**src/rtl/lfsr_serial_collector.sv**
```systemverilog
// Serial-to-parallel collector for the LFSR generator's OUT/Valid stream.
// Reassembles LSB-first frames of WIDTH bits and queues completed bytes in a
// show-ahead FIFO. Reports aborted frames (one-cycle pulse) and dropped bytes
// (sticky until reset).
module lfsr_serial_collector #(
  parameter int unsigned WIDTH = 8,
  parameter int unsigned DEPTH = 4
) (
  input  logic                     clock,
  input  logic                     reset,
  input  logic                     serial_in,
  input  logic                     serial_valid,
  input  logic                     rd_en,
  output logic [WIDTH-1:0]         data_out,
  output logic                     data_valid,
  output logic                     full,
  output logic [$clog2(DEPTH):0]   count,
  output logic                     frame_err,
  output logic                     overflow
);

  localparam int unsigned BcW  = $clog2(WIDTH);
  localparam int unsigned PtrW = $clog2(DEPTH);
  localparam int unsigned CntW = PtrW + 1;

  localparam logic [BcW-1:0]  BitLast = BcW'(WIDTH - 1);
  localparam logic [CntW-1:0] CntFull = CntW'(DEPTH);

  // Frame assembly state
  logic [BcW-1:0]   r_bit_cnt;
  logic [WIDTH-1:0] r_shift;
  logic             r_frame_err;

  // FIFO state
  logic [WIDTH-1:0] r_mem [DEPTH];
  logic [PtrW-1:0]  r_wr_ptr;
  logic [PtrW-1:0]  r_rd_ptr;
  logic [CntW-1:0]  r_count;
  logic             r_overflow;

  logic [WIDTH-1:0] w_frame;
  logic             w_last_bit;
  logic             w_push;
  logic             w_abort;
  logic             w_pop;
  logic             w_full;
  logic             w_wr_en;
  logic             w_drop;

  // Decode frame completion/abort and the FIFO push/pop handshake.
  always_comb begin
    // The completed byte must include the bit arriving on this edge.
    w_frame             = r_shift;
    w_frame[r_bit_cnt]  = serial_in;
    w_last_bit          = (r_bit_cnt == BitLast);
    w_push              = serial_valid && w_last_bit;
    w_abort             = !serial_valid && (r_bit_cnt != '0);
    w_pop               = rd_en && (r_count != '0);
    w_full              = (r_count == CntFull);
    // A pop on the same edge frees the slot, so a full FIFO still accepts.
    w_wr_en             = w_push && (!w_full || w_pop);
    w_drop              = w_push && w_full && !w_pop;
  end

  // Shift register, bit counter and abort pulse.
  always_ff @(posedge clock) begin
    if (!reset) begin
      r_bit_cnt   <= '0;
      r_shift     <= '0;
      r_frame_err <= 1'b0;
    end else begin
      r_frame_err <= w_abort;
      if (serial_valid) begin
        r_shift   <= w_frame;
        r_bit_cnt <= w_last_bit ? '0 : r_bit_cnt + 1'b1;
      end else begin
        // Partial frame bits are simply overwritten by the next frame.
        r_bit_cnt <= '0;
      end
    end
  end

  // Circular buffer storage, pointers, occupancy and sticky overflow.
  always_ff @(posedge clock) begin
    if (!reset) begin
      r_mem      <= '{default: '0};
      r_wr_ptr   <= '0;
      r_rd_ptr   <= '0;
      r_count    <= '0;
      r_overflow <= 1'b0;
    end else begin
      if (w_wr_en) begin
        r_mem[r_wr_ptr] <= w_frame;
        r_wr_ptr        <= r_wr_ptr + 1'b1;
      end
      if (w_pop) begin
        r_rd_ptr <= r_rd_ptr + 1'b1;
      end
      unique case ({w_wr_en, w_pop})
        2'b10:   r_count <= r_count + 1'b1;
        2'b01:   r_count <= r_count - 1'b1;
        default: r_count <= r_count;
      endcase
      if (w_drop) begin
        r_overflow <= 1'b1;
      end
    end
  end

  // Show-ahead read and status outputs.
  always_comb begin
    data_out   = r_mem[r_rd_ptr];
    data_valid = (r_count != '0);
    full       = w_full;
    count      = r_count;
    frame_err  = r_frame_err;
    overflow   = r_overflow;
  end

endmodule

```
**config.mk**
```make
export PLATFORM = sky130hd
export DESIGN_NAME = lfsr_serial_collector
export DESIGN_NICKNAME = d
export VERILOG_FILES = /design/src/rtl/lfsr_serial_collector.sv
export SDC_FILE = /design/constraint.sdc
export NUM_CORES = 1
export LEC_CHECK = 0
export BUFFER_PORTS_ARGS = -buffer_cell sky130_fd_sc_hd__buf_4
export CORE_ASPECT_RATIO = 1.2
export CORE_UTILIZATION = 57
export CTS_CLUSTER_SIZE = 12
export DETAILED_ROUTE_END_ITERATION = 12
export GPL_TIMING_DRIVEN = 0
export HOLD_SLACK_MARGIN = 0.12
export PLACE_DENSITY = 0.77
export SLEW_MARGIN = 20
export SYNTH_ARGS = -nofsm -noshare
export SYNTH_HDL_FRONTEND = slang
export SYNTH_SLANG_ARGS = --single-unit
```
**constraint.sdc**
```tcl
create_clock -name clock -period 3.3 [get_ports clock]
set_input_delay 0.165 -clock clock [delete_from_list [all_inputs] [get_ports clock]]
set_output_delay 0.165 -clock clock [all_outputs]
set_load 0.01 [all_outputs]
```
==> results.md <==
Critical path:
- At the worst endpoint, the required time is 3530 ps.
- The cell with the largest stage delay on the worst path is sky130_fd_sc_hd__or4b_1.
- The library cell appearing most often on the critical path is sky130_fd_sc_hd__inv_1.
- Walking the worst path, the cells encountered are or4b_1 > buf_2 > and3_1 > inv_1 > ha_1 > inv_1 > fa_1 > xor2_1 > or3_1 > a21oi_1.
- In this run the worst path has a maximum fanout of 10.
- The type of the setup path with the least slack is reg2reg.
- The worst setup path is captured at a register.
- For the worst setup path, the data arrival time is 2940 ps.
- The worst setup path is launched from a register.
- On the worst path, the slowest cell contributes a delay of 520 ps.

Synth:
- The average cell area after synthesis is 9.96 µm².
- The number of different library cells used by synthesis comes to 30.
- The cell area after synthesis is 2390 µm².
- The net count after synthesis is 254.
- Counting every instance in the synthesized netlist gives 240.
- The share of synthesized area occupied by flip-flops and latches is 0.436.
- The share of Yosys cell area claimed by the top area cell type is 0.436.
- During synthesis, Yosys emitted a total of 0 warnings.
- Counting flops and latches in the post-synthesis netlist gives 52.
- The most area-hungry cell type in the Yosys netlist is sky130_fd_sc_hd__dfxtp_1.
- By area the synthesized netlist is led by sky130_fd_sc_hd__dfxtp_1 44%, sky130_fd_sc_hd__a211oi_1 10%, sky130_fd_sc_hd__a21oi_1 8.8%.

Floorplanning:
- The die covers 4460 µm².
- The number of top-level pins is 20.
- The total number of placement rows is 25.
- The floorplan step set the die width to 61.1 µm.
- The area of the core is 3970 µm².
- The initial utilization of the core area, before any placement, comes to 0.602.
- The die boundary height is 72.9 µm.

Timing:
- The final total negative setup slack is 0 ps.
- The transition time of the tightest slew-check pin is 712 ps.
- In the post-route analysis, the smallest setup slack over all paths is 595 ps.
- Headroom to the max-slew limit came out at 0.525.
- The count of pins over their slew limit came to 0.
- Dividing the final minimum period by the clock period gives 0.820.
- For this run, the top clock speed supported by timing is 370 MHz.
- The setup clock skew after layout is 8.38 ps.
- The final-report setup violation count is 0.
- The post-layout minimum cycle time is 2710 ps.
- Setup repair after global routing left no endpoint under its margin.
- The number of hold violations in the final report was 0.

Cells and area:
- The total of fill cells in the finished design is 329.
- The net count reported at finish is 279.
- From synthesis to final layout, the design area changed by 12.4%.
- The final instance area is 2690 µm².
- The share of cells above drive strength 1 is 0.162.
- The antenna diode instance count is 0.

Clock network:
- The number of setup buffers added after CTS is 0.
- The clock slew at the register clock pins of the worst setup and hold paths is 90 ps.
- The number of resized instances in the post-cts repair step is 0.
- Counting along the longest clock path gives a buffer depth of 2.
- For this design, the sink count on the clock tree is 52.
- CTS placed an instance of sky130_fd_sc_hd__clkbuf_8 at the clock tree root.
- TritonCTS built the clock tree.
- The clock buffer count from CTS is 5.
- The H-tree depth is 2.
- The hold buffer count at cts is 0.
- The insertion delay to the later sink of the worst-skew pair is 300 ps.

Placed design:
- The number of buffers added on ports is 18.
- The pre-CTS setup slack is 614 ps.
- After legalization and detailed placement, the total HPWL measured 3.61 mm.
- The post-placement cell area is 2590 µm².
- The congestion estimate from routability-driven global placement came to 0.818.

Drt:
- The residual DRC count is 0.
- In the final routed layout, each cell accounts on average for 16.8 µm.
- The top routing layer in use is met4.
- Detailed routing placed a total of 271 µm of wire on met3.
- Detailed routing inserted a total of 1904 vias.
- The via density per instance is 5.95.
- The detailed-routed wire length on met2 is 2.77 mm.
- The wire length after detailed routing is 5.37 mm.
- The detail route stage leaves a number of antenna-violating nets equal to 0.
- The length of routed wiring on met1 is 2.26 mm.
- The first detailed-routing pass ran for 4 iterations.
- The first routing iteration left 129 violations.

Pwr:
- The highest ir drop seen on vdd is 0.000288 V.
- The post-layout total power is 1.06 mW.
- The cell area power density is 395 nW/µm².
- The combinational group share of total power is 0.052.
- Internal power comes to 818 µW.
- The clock share of power is 0.346.
- The leakage power of the design is 0.964 nW.
- The share of total power dissipated in sequential elements is 0.602.
- The switching share of power is 0.228.
- The switching power total is 242 µW.

Global routing:
- The global-route wire length before repair is 9.03 mm.
- The number of global-route vias before repair is 1831.
- Entering global routing, the biggest net connects 16 pins.
- For this run, the total global-route usage over all layers was measured as 0.279.
- The total overflow left after global routing is 0.
- The number of antenna violations at the first check in global routing is 0.

Run status:
- The flow ran to the end, and the final reports show no timing, DRC or antenna violations.

Worst hold path:
- The min-delay analysis places its worst path in the category in2reg.

Job:
- The tool flagged a number of max-cap violations equal to 0.
-- metal layers --
metal	track usage	vias to the layer above
li1	-	929
met1	0.363	922
met2	0.444	44
met3	0.0638	9
met4	0.106	0
met5	0	-
-- synthesized netlist by cell type --
master and instances:
sky130_fd_sc_hd__nor2_1 6, sky130_fd_sc_hd__xor2_1 3, sky130_fd_sc_hd__clkbuf_1 16, sky130_fd_sc_hd__a211oi_1 33, sky130_fd_sc_hd__o311ai_0 1, sky130_fd_sc_hd__or4b_1 1, sky130_fd_sc_hd__nor3b_1 4, sky130_fd_sc_hd__dfxtp_1 52
sky130_fd_sc_hd__nand3b_1 3, sky130_fd_sc_hd__and2_4 4, sky130_fd_sc_hd__nand3_1 1, sky130_fd_sc_hd__buf_6 4, sky130_fd_sc_hd__a41oi_1 1, sky130_fd_sc_hd__mux4_2 8, sky130_fd_sc_hd__buf_2 1, sky130_fd_sc_hd__nand2_1 4
sky130_fd_sc_hd__or3_1 2, sky130_fd_sc_hd__a21oi_1 42, sky130_fd_sc_hd__nor3_1 1, sky130_fd_sc_hd__and4b_1 2, sky130_fd_sc_hd__xnor2_1 1, sky130_fd_sc_hd__nor4b_1 1, sky130_fd_sc_hd__o31a_1 1, sky130_fd_sc_hd__o21ai_0 9
sky130_fd_sc_hd__mux2i_1 10, sky130_fd_sc_hd__inv_1 11, sky130_fd_sc_hd__buf_1 4, sky130_fd_sc_hd__fa_1 1, sky130_fd_sc_hd__and3_1 5, sky130_fd_sc_hd__ha_1 8
-- state kept, by name, summed over array words and instances (netlist names) --
signal     count
count          3
frame_err      1
overflow       1
r_bit_cnt      3
r_mem         32
r_rd_ptr       2
r_shift        8
r_wr_ptr       2
-- final timing paths --
check	start	slack [ps]	endpoint	cells after the start
min	reset	170	r_bit_cnt[2]	2
min reg2reg	overflow	490	overflow	2
max reg2reg	count[0]	590	count[2]	10
max	count[0]	590	count[2]	10
-- critical path, delay by kind of cell (launching register included) --
family	cells	cell delay [ps]
flops	1	390
xor+xnor	1	160
simple gates	3	1080
fa+ha+maj	2	540
compound gates	1	140
buf+inv	3	330
-- kinds of logic after synthesis --
logic type	synth area share
fa+ha+maj	0.0503
simple gates	0.0911
xor+xnor	0.0147
compound gates	0.221
mux	0.117
buf+inv	0.0696
flops	0.436
-- final cells by class --
cell class	count	area [µm²]	share of cell area
Buffer	25	125	0.0466
Clock buffer	6	82.6	0.0308
Clock inverter	2	10.0	0.00373
Inverter	11	41.3	0.0154
Multi-Input combinational cell	152	1180	0.440
Sequential cell	52	1040	0.388
Tap cell	54	67.6	0.0252
Timing Repair Buffer	18	135	0.0503
-- power by group through the flow --
stage | Clock, mW | Combinational (mW) | Sequential (mW)
3_3_place_gp | 0 | 0.0537 | 0.653
2_1_floorplan | 0 | 0.0351 | 0.652
4_1_cts | 0.375 | 0.0547 | 0.638
5_1_grt | 0.406 | 0.0613 | 0.640
6_report | 0.367 | 0.0547 | 0.638
3_5_place_dp | 0 | 0.0545 | 0.653
-- through the flow --
stage          utilization  hold WS [ps]  cells
2_1_floorplan            -           314    240
3_3_place_gp         0.653           459    312
3_5_place_dp         0.653           464    312
4_1_cts              0.676           164    320
5_1_grt              0.676           174    320
6_report             0.676           170    320
-- placed cells by master (no fill, tap or decap), drive strengths merged, types with 6 or more instances in the layout --
master and instances:
inv 11, ha 8, a211oi 33, clkbuf 22
mux4 8, nor2 6, o21ai 9, mux2i 10
buf 27, dfxtp 52, a21oi 42
(Power assumes the default switching activity.)
